$ cat src/rtl/fifo_pkg.sv
// Shared definitions for the FIFO family: pointer sizing, read-mode
// selection and small parameter helpers.
package fifo_pkg;

    // Read-side behaviour of a FIFO instance.
    typedef enum logic {
        STD  = 1'b0,   // registered read, one cycle of latency
        FWFT = 1'b1    // head word presented without a read request
    } fifo_mode_e;

    // Pointer width: address bits plus one wrap bit.
    function automatic int ptr_width(input int depth);
        return $clog2(depth) + 1;
    endfunction

    // True when value is a non-zero power of two.
    function automatic bit is_pow2(input int value);
        return (value > 0) && ((value & (value - 1)) == 0);
    endfunction

endpackage

$ cat src/rtl/fifo_sync_mem.sv
// FIFO storage array: synchronous write port, asynchronous read port.
// The array is never reset; stale words are masked by the controller's
// pointers.
module fifo_sync_mem
    import fifo_pkg::*;
#(
    parameter int DATA_LENGTH = 8,
    parameter int FIFO_DEPTH  = 16,
    localparam int AW         = $clog2(FIFO_DEPTH)
) (
    input  logic                   clk,
    input  logic                   i_wr_en,
    input  logic [AW-1:0]          i_wr_addr,
    input  logic [DATA_LENGTH-1:0] i_wr_data,
    input  logic [AW-1:0]          i_rd_addr,
    output logic [DATA_LENGTH-1:0] o_rd_data
);

    logic [DATA_LENGTH-1:0] r_mem [FIFO_DEPTH];

    // Store the incoming word at the write address on an accepted write.
    always_ff @(posedge clk) begin
        if (i_wr_en) begin
            r_mem[i_wr_addr] <= i_wr_data;
        end
    end

    // The head word is read combinationally so the controller can either
    // register it (standard mode) or present it directly (FWFT mode).
    assign o_rd_data = r_mem[i_rd_addr];

endmodule

$ cat src/rtl/fifo_sync_ctrl.sv
// Single-clock FIFO controller: pointers, occupancy, full/empty and
// threshold flags, sticky error flags and the read-data path for either
// standard or first-word-fall-through mode.
module fifo_sync_ctrl #(
    parameter int DATA_LENGTH     = 8,
    parameter int FIFO_DEPTH      = 16,
    parameter int FWFT            = 0,
    parameter int ALMOST_FULL_TH  = FIFO_DEPTH - 2,
    parameter int ALMOST_EMPTY_TH = 2
) (
    input  logic                                      clk,
    input  logic                                      reset,
    input  logic [DATA_LENGTH-1:0]                    dataIn,
    input  logic                                      write_enable,
    input  logic                                      read_enable,
    input  logic                                      clear_flags,
    output logic [DATA_LENGTH-1:0]                    dataOut,
    output logic                                      full,
    output logic                                      empty,
    output logic                                      almost_full,
    output logic                                      almost_empty,
    output logic [fifo_pkg::ptr_width(FIFO_DEPTH)-1:0] count,
    output logic                                      overflow,
    output logic                                      underflow
);

    import fifo_pkg::*;

    localparam int PW = ptr_width(FIFO_DEPTH);
    localparam int AW = PW - 1;

    // The integer mode parameter is folded into the package enum once here.
    localparam fifo_mode_e MODE = (FWFT != 0) ? fifo_pkg::FWFT : fifo_pkg::STD;

    localparam logic [PW-1:0] DEPTH_C = PW'(FIFO_DEPTH);
    localparam logic [PW-1:0] AF_C    = PW'(ALMOST_FULL_TH);
    localparam logic [PW-1:0] AE_C    = PW'(ALMOST_EMPTY_TH);
    localparam logic [PW-1:0] ONE_C   = PW'(1);
    localparam logic [PW-1:0] ZERO_C  = '0;

    // ------------------------------------------------------------------
    // Elaboration-time parameter sanity checks
    // ------------------------------------------------------------------
    if (!is_pow2(FIFO_DEPTH) || FIFO_DEPTH < 2) begin : g_bad_depth
        $error("fifo_sync_ctrl: FIFO_DEPTH must be a power of two and at least 2");
    end

    if (ALMOST_EMPTY_TH < 0 || ALMOST_EMPTY_TH >= ALMOST_FULL_TH ||
        ALMOST_FULL_TH > FIFO_DEPTH) begin : g_bad_thresholds
        $error("fifo_sync_ctrl: need 0 <= ALMOST_EMPTY_TH < ALMOST_FULL_TH <= FIFO_DEPTH");
    end

    if (FWFT != 0 && FWFT != 1) begin : g_bad_mode
        $error("fifo_sync_ctrl: FWFT must be 0 or 1");
    end

    // ------------------------------------------------------------------
    // State
    // ------------------------------------------------------------------
    logic [PW-1:0] r_wr_ptr;
    logic [PW-1:0] r_rd_ptr;
    logic [PW-1:0] r_count;
    logic          r_full;
    logic          r_empty;
    logic          r_almost_full;
    logic          r_almost_empty;
    logic          r_overflow;
    logic          r_underflow;

    logic                   w_rd_acc;
    logic                   w_wr_acc;
    logic [PW-1:0]          w_wr_ptr_next;
    logic [PW-1:0]          w_rd_ptr_next;
    logic [PW-1:0]          w_count_next;
    logic                   w_full_next;
    logic                   w_empty_next;
    logic                   w_almost_full_next;
    logic                   w_almost_empty_next;
    logic                   w_overflow_next;
    logic                   w_underflow_next;
    logic [DATA_LENGTH-1:0] w_rd_data;

    // Accept logic, next-state pointers and the flags derived from them.
    // A write at full is only taken when a read frees a slot in the same
    // cycle; at empty no read is ever taken, so a paired write goes alone.
    always_comb begin
        w_rd_acc = read_enable && !r_empty;
        w_wr_acc = write_enable && (!r_full || w_rd_acc);

        w_wr_ptr_next = w_wr_acc ? (r_wr_ptr + ONE_C) : r_wr_ptr;
        w_rd_ptr_next = w_rd_acc ? (r_rd_ptr + ONE_C) : r_rd_ptr;

        // Modulo-2*DEPTH difference; the wrap bit disambiguates full/empty.
        w_count_next = w_wr_ptr_next - w_rd_ptr_next;

        w_full_next         = (w_count_next == DEPTH_C);
        w_empty_next        = (w_count_next == ZERO_C);
        w_almost_full_next  = (w_count_next >= AF_C);
        w_almost_empty_next = (w_count_next <= AE_C);

        // Sticky errors: a set in the same cycle as a clear takes priority.
        w_overflow_next = r_overflow;
        if (clear_flags) begin
            w_overflow_next = 1'b0;
        end
        if (write_enable && !w_wr_acc) begin
            w_overflow_next = 1'b1;
        end

        w_underflow_next = r_underflow;
        if (clear_flags) begin
            w_underflow_next = 1'b0;
        end
        if (read_enable && r_empty) begin
            w_underflow_next = 1'b1;
        end
    end

    // Pointer, occupancy and flag registers; reset empties the FIFO at once.
    always_ff @(posedge clk or negedge reset) begin
        if (!reset) begin
            r_wr_ptr       <= '0;
            r_rd_ptr       <= '0;
            r_count        <= '0;
            r_full         <= 1'b0;
            r_empty        <= 1'b1;
            r_almost_full  <= 1'b0;
            r_almost_empty <= 1'b1;
            r_overflow     <= 1'b0;
            r_underflow    <= 1'b0;
        end else begin
            r_wr_ptr       <= w_wr_ptr_next;
            r_rd_ptr       <= w_rd_ptr_next;
            r_count        <= w_count_next;
            r_full         <= w_full_next;
            r_empty        <= w_empty_next;
            r_almost_full  <= w_almost_full_next;
            r_almost_empty <= w_almost_empty_next;
            r_overflow     <= w_overflow_next;
            r_underflow    <= w_underflow_next;
        end
    end

    // ------------------------------------------------------------------
    // Storage
    // ------------------------------------------------------------------
    fifo_sync_mem #(
        .DATA_LENGTH (DATA_LENGTH),
        .FIFO_DEPTH  (FIFO_DEPTH)
    ) u_mem (
        .clk       (clk),
        .i_wr_en   (w_wr_acc),
        .i_wr_addr (r_wr_ptr[AW-1:0]),
        .i_wr_data (dataIn),
        .i_rd_addr (r_rd_ptr[AW-1:0]),
        .o_rd_data (w_rd_data)
    );

    // ------------------------------------------------------------------
    // Read-data path
    // ------------------------------------------------------------------
    if (MODE == fifo_pkg::STD) begin : g_std
        logic [DATA_LENGTH-1:0] r_data_out;

        // Capture the head word on each accepted read; hold otherwise.
        // When a read and a write to the same slot coincide (at full), the
        // array still returns the old word at this edge.
        always_ff @(posedge clk or negedge reset) begin
            if (!reset) begin
                r_data_out <= '0;
            end else if (w_rd_acc) begin
                r_data_out <= w_rd_data;
            end
        end

        assign dataOut = r_data_out;
    end else begin : g_fwft
        // Head word is visible whenever the FIFO holds data; zero when empty.
        assign dataOut = r_empty ? '0 : w_rd_data;
    end

    assign full         = r_full;
    assign empty        = r_empty;
    assign almost_full  = r_almost_full;
    assign almost_empty = r_almost_empty;
    assign count        = r_count;
    assign overflow     = r_overflow;
    assign underflow    = r_underflow;

endmodule
$ cat config.mk
export PLATFORM = sky130hd
export DESIGN_NAME = fifo_sync_ctrl
export DESIGN_NICKNAME = d
export VERILOG_FILES = /design/src/rtl/fifo_pkg.sv /design/src/rtl/fifo_sync_mem.sv /design/src/rtl/fifo_sync_ctrl.sv
export SDC_FILE = /design/constraint.sdc
export NUM_CORES = 1
export LEC_CHECK = 0
export BUFFER_PORTS_ARGS = -buffer_cell sky130_fd_sc_hd__buf_2
export CORE_MARGIN = 4
export CORE_UTILIZATION = 45
export DETAILED_ROUTE_END_ITERATION = 10
export MAX_ROUTING_LAYER = met4
export SLEW_MARGIN = 40
export SYNTH_ARGS = -nofsm -noshare
export SYNTH_HDL_FRONTEND = slang
export SYNTH_SLANG_ARGS = --single-unit
$ cat constraint.sdc
create_clock -name clk -period 6.4 [get_ports clk]
set_input_delay 0.32 -clock clk [delete_from_list [all_inputs] [get_ports clk]]
set_output_delay 0.32 -clock clk [all_outputs]
set_load 0.005 [all_outputs]
# Yosys cells after proc, flatten, opt, wreduce, memory -nomap -nowiden

Memory sizes are Yosys's and may differ from the RTL's. A register that Yosys moved wholly into a read port is not among the register bits.
Index checks and enable logic that the tools add are counted.

Add/subtract/negate cells: 3
Magnitude comparators: 2
Equality and inequality tests: 1
Muxes and demuxes: 7
Reductions and logical operators: 12

Operators by type and width:

| cell                | number |
|---|---|
| $add 5x1->5 const B | 2 |
| $mux 5              | 2 |
| $eq 5x5->1 const B  | 1 |
| $ge 5x4->1 const B  | 1 |
| $le 5x2->1 const B  | 1 |
| $logic_not 5->1     | 1 |
| $mux 1              | 5 |
| $sub 5x5->5         | 1 |
| $logic_and 1x1->1   | 4 |
| $logic_not 1->1     | 4 |
| $reduce_bool 2->1   | 2 |
| $logic_or 1x1->1    | 1 |

Register bits: 21
Bits in writable memories: 128
Output and inout bits: 19
Word-level logic and storage cells: 35
Memories: 1

Memories:

| name        | depth | bits a word | rd ports | clocked after memory_dff | wr ports | line                | RTL |
|---|---|---|---|---|---|---|---|
| u_mem.r_mem | 16    | 8           | 1        | 1                        | 1        | fifo_sync_mem.sv:19 | `logic [DATA_LENGTH-1:0] r_mem [FIFO_DEPTH];` |

# Logic depth before layout (Yosys ltp)

Gate-level depths: netlist of run 1.

Depth after elaboration: 7
Mapped depth: 12
Mapped depth without buffers: 12

# Cells and area by module

Synthesis of run 1 repeated with hierarchy kept, for this count alone.

Cells, all modules: 340
Area total of the unflattened synthesis: 6361.1 µm²

By module, submodules not included:

| module         | instances | cells each | area an instance (µm²) |
|---|---|---|---|
| fifo_sync_mem  | 1         | 221        | 4987.3 |
| fifo_sync_ctrl | 1         | 119        | 1373.8 |

# Worst setup path before layout of run 1

OpenSTA, ideal clock, no wires.

Path type: reg-to-reg
From: register r_empty, in the netlist empty
To: register r_almost_full, in the netlist almost_full
Arrival: 2757 ps
Setup slack: 3517 ps
Cell stages (with the launch flop): 12
Path buffers: 1
Clock period less this slack: 2883 ps
Cell sequence: dfstp_2 > nand2b_4 > clkbuf_1 > xnor2_1 > ha_1 > inv_1 > fa_1 > xor2_1 > xnor2_1 > xnor2_1 > and2_1 > a221o_1

Elaborated cells between the ends (all ways): 8
Those cells by class: add/sub (1); order compare (1); mux (2); reduce/logical (4)

RTL lines:

| item                   | line                  | RTL |
|---|---|---|
| from (decl)            | fifo_sync_ctrl.sv:64  | `logic r_empty;` |
| from (signal assigned) | fifo_sync_ctrl.sv:136 | `r_empty <= w_empty_next;` |
| $logic_not 1->1        | fifo_sync_ctrl.sv:87  | `w_rd_acc = read_enable && !r_empty;` |
| $logic_and 1x1->1      | fifo_sync_ctrl.sv:87  |  |
| $mux 5                 | fifo_sync_ctrl.sv:91  | `w_rd_ptr_next = w_rd_acc ? (r_rd_ptr + ONE_C) : r_rd_ptr;` |
| via w_rd_ptr_next[0]   | fifo_sync_ctrl.sv:73  | `logic [PW-1:0] w_rd_ptr_next;` |
| $sub 5x5->5            | fifo_sync_ctrl.sv:94  | `w_count_next = w_wr_ptr_next - w_rd_ptr_next;` |
| via w_count_next[2]    | fifo_sync_ctrl.sv:74  | `logic [PW-1:0] w_count_next;` |
| $ge 5x4->1             | fifo_sync_ctrl.sv:98  | `w_almost_full_next = (w_count_next >= AF_C);` |
| via w_almost_full_next | fifo_sync_ctrl.sv:77  | `logic w_almost_full_next;` |
| to (signal assigned)   | fifo_sync_ctrl.sv:137 | `r_almost_full <= w_almost_full_next;` |
| to (decl)              | fifo_sync_ctrl.sv:65  | `logic r_almost_full;` |

The timed path passes the listed nets, and every way through them passes these cells.
A chain may end at the register's enable or synchronous reset.

# Final worst setup path of run 1

From: register r_rd_ptr[0]
To: register r_full, in the netlist full

Word-level cells in the longest chain between the ends: 4

Ends and longest elaborated chain:

| item                   | line                  | RTL |
|---|---|---|
| from (decl)            | fifo_sync_ctrl.sv:61  | `logic [PW-1:0] r_rd_ptr;` |
| from (signal assigned) | fifo_sync_ctrl.sv:133 | `r_rd_ptr <= w_rd_ptr_next;` |
| $add 5x1->5            | fifo_sync_ctrl.sv:91  |  |
| $mux 5 *               | fifo_sync_ctrl.sv:91  |  |
| via w_rd_ptr_next[0]   | fifo_sync_ctrl.sv:73  |  |
| $sub 5x5->5 *          | fifo_sync_ctrl.sv:94  |  |
| via w_count_next[2]    | fifo_sync_ctrl.sv:74  |  |
| $eq 5x5->1 *           | fifo_sync_ctrl.sv:96  | `w_full_next = (w_count_next == DEPTH_C);` |
| via w_full_next        | fifo_sync_ctrl.sv:75  | `logic w_full_next;` |
| to (signal assigned)   | fifo_sync_ctrl.sv:135 | `r_full <= w_full_next;` |
| to (decl)              | fifo_sync_ctrl.sv:63  | `logic r_full;` |

Mark *: on every way through the listed nets, which the timed path passes. The rest lies on a longest branch.

==> metrics.md, run 1 <==
| Metric | Value |
|---|---|
| Starting DRT DRC Count | `269` |
| Post-synthesis cell type count | `39` |
| CTS Root Buffer Type | `clkbuf_16` |
| Final worst setup slack | `3230 ps` |
| Relative slew slack | `51.0%` |
| CP Data Required Time | `slightly below 7000 ps` |
| CTS resizes | `0` |
| Number of global-route vias before repair | `3124` |
| Flop pwr share | `roughly 39%` |
| Syn-to-layout area delta | `15.2%` |
| Fin Clk Skew | `8.36 ps` |
| Max Freq | `316 MHz` |
| Post-synth ARST share | `18.5%` |
| Pleak | `2.57 nW` |
| Worst-path fanout max | `25` |
| Post-synthesis average cell area | `19.5 um2` |
| Filler cells | `1074` |
| Routed WL | `roughly 11 mm` |
| Syn nets | `347` |
| Comb pwr share | `32.7%` |
| Starting Density | `between 40% and 50%` |
| Fin Setup TNS | `0 ps` |
| Critical path class | `reg2reg` |
| Tot GR Track Use | `approximately 16%` |
| DP HPWL | `roughly 8 mm` |
| Crit-path cells | `buf_4 -> xnor2_1 -> ha_1 -> inv_1 -> fa_1 -> xor2_1 -> xnor2_1 -> xnor2_1 -> or3_1 -> nor3b_1` |
| Vias/cell | `5.34` |
| Largest net degree at the start of global routing | `36` |
| Clk Latency, worst-skew pair | `420 ps` |
| Max-cap violations | `0` |
| CP Capture Type | `flop` |
| Die area | `16000 um2` |
| Worst path top cell family by delay | `XOR/XNOR gates` |
| Mapped Area | `6320 um2` |
| Yosys warns | `0` |
| Post-synth EDFFs | `128` |
| Clock power frac | `between 20% and 30%` |
| Worst vdd ir | `222 uV` |
| Max clock buf depth | `2` |
| Die width | `127 um` |
| Pint | `between 0.002 and 0.003 W` |
| Synthesized flop and latch total | `157` |
| CTS tree | `done` |
| Worst Max-Slew Pin Slew | `733 ps` |
| GPL Wtd Cong | `0.833` |
| Share of layout cells above drive strength 1 | `29.1%` |
| Post-route cell area | `7280 um2` |
| Fin crit period | `3170 ps` |
| Final worst path period share | `between 40% and 50%` |
| DRC errors left | `0` |
| Pins Over Slew Limit | `0` |
| P_sw | `approximately 0.0011 W` |
| Initial antenna violation count | `0` |
| Clock slew at reported path FFs | `approximately 60 ps` |
| CP startpoint kind | `flop` |
| Final Hold Viols | `0` |
| Final setup vio count | `0` |
| Nets@finish | `around 390` |
| RSZ-0062 raised after global routing | `false` |
| CP most frequent cell | `xnor2_1` |
| CP max-delay cell | `dfrtp_2` |
| Placed cell area | `6670 um2` |
| Vias | `between 2000 and 3000` |
| Total grt overflow | `0` |
| First-pass GRT wire length | `roughly 19 mm` |
| Synthesized instance count | `between 300 and 400` |
| Detailed-route wire length per cell | `roughly 21 um` |
| Pwr/cell area | `496 nW/um2` |
| Synth Flop Type | `edfxtp_1` |
| CTS sink count | `157` |
| Status | `finished, final reports clean` |
| Tightest Hold Check Type | `in2reg` |
| Drt pass-1 iters | `4` |
| Core outline area | `13800 um2` |
| I/O pins | `32` |
| Crit path buffers/inverters | `2` |
| Placement Setup Slack | `3140 ps` |
| Sw Share | `30.6%` |
| Seq/Total Area, Yosys | `72.3%` |
| Row count | `43` |
| I/O Buffers | `31` |
| Worst Path Arrival | `between 3000 and 4000 ps` |
| CTS Buf Count | `17` |
| Largest incremental delay on the critical path | `570 ps` |
| Die span in y | `~130 um` |
| # Post-CTS Setup Buffers | `0` |
| Inserted Diodes | `0` |
| H-tree Lvls | `4` |
| Antenna Nets Post-Route | `0` |
==> path summary, 6_finish.rpt <==
path                                        start                      to  slack, ps  depth (start not counted)
min reg2reg                dataOut[1]$_DFFE_PN0P_  dataOut[1]$_DFFE_PN0P_        470                          2
max reg2reg                 r_rd_ptr[0]$_DFF_PN0_          full$_DFF_PN0_       3230                         10
min                                   clear_flags    overflow$_DFFE_PN0P_        100                          2
max                         r_rd_ptr[0]$_DFF_PN0_          full$_DFF_PN0_       3230                         10
max in group asynchronous                   reset   r_rd_ptr[0]$_DFF_PN0_       5460                          2
min in group asynchronous                   reset      count[2]$_DFF_PN0_        470                          2
==> cell families (layout without fill, tap and decap cells) <==
kind of cell | count (synthesis) | count (layout) | synth area share (%)
compound gates | 15 | 15 | 2.18
xor+xnor | 14 | 14 | 2.29
fa+ha+maj | 9 | 9 | 1.90
buf+inv | 24 | 77 | 1.54
flops | 157 | 157 | 72.3
mux | 41 | 41 | 14.4
simple gates | 65 | 65 | 5.40
==> synth_stat cells (2+ instances only) <==
cell type,n,area share [%]
edfxtp_1,128,61
mux4_2,40,14
nand2_1,33,2.0
dfrtp_1,27,11
and2_1,13,1.3
inv_1,11,0.65
xnor2_1,9,1.2
ha_1,8,1.6
clkbuf_1,7,0.42
buf_2,6,0.47
and4_1,3,0.42
nand4_1,3,0.30
o21ai_0,3,0.24
xor2_1,3,0.42
a21oi_1,2,0.16
a221o_1,2,0.32
a31oi_1,2,0.20
dfstp_2,2,0.83
nor3_1,2,0.16
nor3b_1,2,0.24
==> routing by layer <==
metal  share of wire (%)  vias up  track usage, %
met1                  47     1537            23.3
met4                 1.7        0            5.99
met5                   0        -               -
met3                 4.3       19            3.54
li1                    -     1356               -
met2                  47       67            23.0
==> state kept, by name (all words and copies together), names as in the netlist <==
| name | flops |
|---|---|
| r_wr_ptr | 5 |
| dataOut | 8 |
| underflow | 1 |
| r_rd_ptr | 5 |
| full | 1 |
| empty | 1 |
| almost_full | 1 |
| count | 5 |
| u_mem.r_mem | 128 |
| almost_empty | 1 |
| overflow | 1 |
==> cell type report <==
| type | instances | area (um2) | area share, % |
|---|---|---|---|
| multi-input cells | 144 | 1660 | 22.7 |
| flip-flops and latches | 157 | 4570 | 62.8 |
| clock buffers | 21 | 440 | 6.05 |
| inverters | 11 | 41.3 | 0.567 |
| clock inverters | 11 | 169 | 2.32 |
| well taps | 180 | 225 | 3.09 |
| repair buffers | 34 | 180 | 2.47 |
==> worst register-to-register path, stage by stage, from the launching register on <==
cell     delay [ps]
dfrtp_2         570
buf_4           500
xnor2_1         220
ha_1            170
inv_1            60
fa_1            430
xor2_1          180
xnor2_1         160
xnor2_1         210
or3_1           380
nor3b_1         200
==> power by group through the flow <==
stage / clock, W / combinational (W) / sequential, W
finish: 0.00104 / 0.00118 / 0.00139
global route: 0.00111 / 0.00130 / 0.00142
CTS: 0.00105 / 0.00120 / 0.00140
detailed placement: 0 / 0.00119 / 0.00142
global placement: 0 / 0.00118 / 0.00141
floorplan: 0 / 0.000932 / 0.00135
==> stage by stage <==
step | total power, W | hold WS, ps | utilization, % | cells
after floorplan | 0.00228 | 24.4 | - | 325
after global placement | 0.00259 | 377 | 48.2 | 525
after detailed placement | 0.00261 | 388 | 48.2 | 525
after CTS | 0.00365 | 86.8 | 52.7 | 558
after global routing | 0.00382 | 113 | 52.7 | 558
final | 0.00361 | 100 | 52.7 | 558
==> placed cells by master (no fill, tap or decap), types with 2 or more instances in the layout <==
cell | Yosys | routed
mux4_2 | 40 | 40
and2_1 | 13 | 13
a221o_1 | 2 | 2
bufinv_16 | 0 | 4
inv_1 | 11 | 11
clkinvlp_4 | 0 | 3
ha_1 | 8 | 8
and4_1 | 3 | 3
dfrtp_1 | 27 | 26
a21oi_1 | 2 | 2
buf_2 | 6 | 31
edfxtp_1 | 128 | 128
dfstp_2 | 2 | 2
buf_4 | 0 | 2
nand4_1 | 3 | 3
nor3b_1 | 2 | 2
xor2_1 | 3 | 3
o21ai_0 | 3 | 3
clkbuf_16 | 0 | 17
clkbuf_1 | 7 | 4
a31oi_1 | 2 | 2
xnor2_1 | 9 | 9
nand2_1 | 33 | 33
nor3_1 | 2 | 2
==> what timing repair did <==
item	4_1_cts	5_1_grt
setup endpoints to repair	0	0
endpoints found under the hold margin	27	0
hold buffers	1	0
(Power assumes the default switching activity.)
==> run 2: changes to the inputs <==
==> constraint.sdc (replaced) <==
create_clock -name clk -period 3.2 [get_ports clk]
set_input_delay 0.16 -clock clk [delete_from_list [all_inputs] [get_ports clk]]
set_output_delay 0.16 -clock clk [all_outputs]
set_load 0.005 [all_outputs]
==> run 2 against run 1 <==
Fmax up 6.5%. Largest power group unchanged. Sequential share of layout area fell by 0.90 points. Critical endpoint is now almost_full$_DFF_PN0_. Clock power grew 120%.
==> metrics.md, run 2 (synthesis results as in run 1) <==
| Metric | Value |
|---|---|
| Status | `finished, final reports clean` |
| Number of global-route vias before repair | `3195 (+2.3%)` |
| Vias | `3025 (+1.5%)` |
| # Post-CTS Setup Buffers | `0 (unchanged)` |
| Max reg flops | `128 (unchanged)` |
| CP Capture Type | `flop` |
| CP max-delay cell | `dfstp_2` |
| I/O pins | `32 (unchanged)` |
| Nets@finish | `393 (+1.6%)` |
| Hold Crit Depth | `3 (+1)` |
| Pins Over Slew Limit | `0 (unchanged)` |
| First-pass GRT wire length | `19.2 mm (+2.5%)` |
| # hold bufs at CTS | `2 (+1)` |
| Placed cell count | `530 (+0.95%)` |
| Clk Latency, worst-skew pair | `420 ps (about the same)` |
| Pwr Total | `0.00752 W (+110%)` |
| Filler cells | `1065 (-0.84%)` |
| Largest incremental delay on the critical path | `550 ps (-20 ps)` |
| Crit path from | `empty$_DFF_PN1_` |
| Worst Max-Slew Pin Slew | `662 ps (-71.2 ps)` |
| Pwr/cell area | `1020 nW/um2 (+110%)` |
| Fin crit period | `2970 ps (-193 ps)` |
| Die area | `16000 um2 (unchanged)` |
| Hold path start | `read_enable` |
| Core outline area | `13800 um2 (unchanged)` |
| Crit-path cells | `nand2b_4 -> a21boi_4 -> o21ai_0 -> fa_1 -> inv_1 -> a221o_1 -> nand2_1 -> xnor3_2 -> a221o_1` |
| DP HPWL | `7.90 mm (+0.83%)` |
| Worst r2r dst | `almost_full$_DFF_PN0_` |
| Final Hold Viols | `0 (unchanged)` |
| Row count | `43 (unchanged)` |
| Tot GR Track Use | `17.1% (+0.84 points)` |
| Commonest non-fill, non-tap cells in the layout | `edfxtp_1, mux4_2, nand2_1, buf_2, dfrtp_1` |
| CTS tree | `done` |
| Multi-input logic area | `1660 um2 (unchanged)` |
| Hold path endpoint | `underflow$_DFFE_PN0P_` |
| R2r setup slk | `230 ps (-3010 ps)` |
| Worst-path fanout max | `15 (-40%)` |
| Final setup vio count | `0 (unchanged)` |
| Share of layout cells above drive strength 1 | `31.0% (+1.9 points)` |
| Detailed-route wire length per cell | `21.5 um (+4.6%)` |
| CTS Buf Count | `17 (unchanged)` |
| Initial antenna violation count | `0 (unchanged)` |
| Die span in y | `127 um (unchanged)` |
| WHS | `35.4 ps (-64.6 ps)` |
| DRC errors left | `0 (unchanged)` |
| Starting Density | `45.7% (unchanged)` |
| Biggest register | `u_mem.r_mem` |
| I/O Buffers | `31 (unchanged)` |
| Max-cap violations | `0 (unchanged)` |
| Worst path top cell family by delay | `compound AO/OA/AOI/OAI gates` |
| Worst vdd ir | `538 uV (+140%)` |
| Antenna Nets Post-Route | `0 (unchanged)` |
| Critical path class | `reg2reg` |
| Total grt overflow | `0 (unchanged)` |
| CTS Root Buffer Type | `clkbuf_16` |
| Inserted Diodes | `0 (unchanged)` |
| Most common cell after layout, fill and taps aside | `edfxtp_1` |
| Fin Setup TNS | `0 ps (unchanged)` |
| CTS sink count | `157 (unchanged)` |
| CP startpoint kind | `flop` |
| Max clock buf depth | `2 (unchanged)` |
| Sequential cell area | `4570 um2 (unchanged)` |
| Pleak | `2.63 nW (+2.2%)` |
| Layout Cells excl Fill | `564 (+1.1%)` |
| Tightest Hold Check Type | `in2reg` |
| Drt pass-1 iters | `4 (unchanged)` |
| CTS resizes | `0 (unchanged)` |
| Final worst path period share | `92.9% (+43 points)` |
| Die width | `127 um (unchanged)` |
| Relative slew slack | `55.9% (+4.8 points)` |
| Largest net degree at the start of global routing | `33 (-8.3%)` |
| Core Util, Final | `53.5% (+0.77 points)` |
| RSZ-0062 raised after global routing | `false` |
| CP most frequent cell | `a221o_1` |
| Worst Path Arrival | `3270 ps (-220 ps)` |
| Fin Clk Skew | `8.03 ps (-0.330 ps)` |
| CP Data Required Time | `3500 ps (-3230 ps)` |
| GPL Wtd Cong | `0.781 (-6.2%)` |
| Vias/cell | `5.36 (+0.46%)` |
| Clock slew at reported path FFs | `60 ps (about the same)` |
| Crit path buffers/inverters | `1 (-1)` |
| Syn-to-layout area delta | `16.9%` |
| Max Freq | `336 MHz (+6.5%)` |
| R2R cell count | `9 (-1)` |
| Starting DRT DRC Count | `220 (-18%)` |
| H-tree Lvls | `4 (unchanged)` |
| Reg2Reg Launch Point | `empty$_DFF_PN1_` |
| Routed WL | `12.1 mm (+5.8%)` |
-- run 2: metal layers --
layer  GRT usage [%]  share of wire, %
met5               -                 0
met1            23.2                44
met2            25.8                49
met3            3.87               4.9
met4            5.87               1.6
-- run 2: report_power, final --
group          internal, W  leakage [nW]  total (W)  switching [W]
registers          0.00256          1.50    0.00270       0.000141
logic              0.00121         0.810    0.00257        0.00136
clock network      0.00146         0.313    0.00225       0.000785
-- run 2: cell type report --
class	count	share of cell area [%]
Clock buffer	18	5.81
Multi-Input combinational cell	144	22.4
Sequential cell	157	61.9
Timing Repair Buffer	40	3.08
Inverter	11	0.559
Tap cell	180	3.05
Clock inverter	14	3.23
-- run 2: worst register-to-register path, cell delays in order (launching register included) --
cell and delay [ps]:
dfstp_2 550, nand2b_4 250, a21boi_4 120, o21ai_0 470, fa_1 330, inv_1 60
a221o_1 310, nand2_1 90, xnor3_2 390, a221o_1 290
-- run 2: worst max-delay path by stage --
stage	depth (start not counted)	slack [ps]	to
floorplan	11	320	almost_full$_DFF_PN0_
global placement	12	350	almost_full$_DFF_PN0_
detailed placement	9	260	almost_full$_DFF_PN0_
CTS	9	220	almost_full$_DFF_PN0_
global route	9	40	almost_full$_DFF_PN0_
finish	9	230	almost_full$_DFF_PN0_
-- run 2: per-stage QoR --
stage	cell area (um2)	setup slack, ps
6_report	7390	226
2_1_floorplan	6320	317
5_1_grt	7390	35.3
3_5_place_dp	6700	261
3_3_place_gp	6700	352
4_1_cts	7390	224
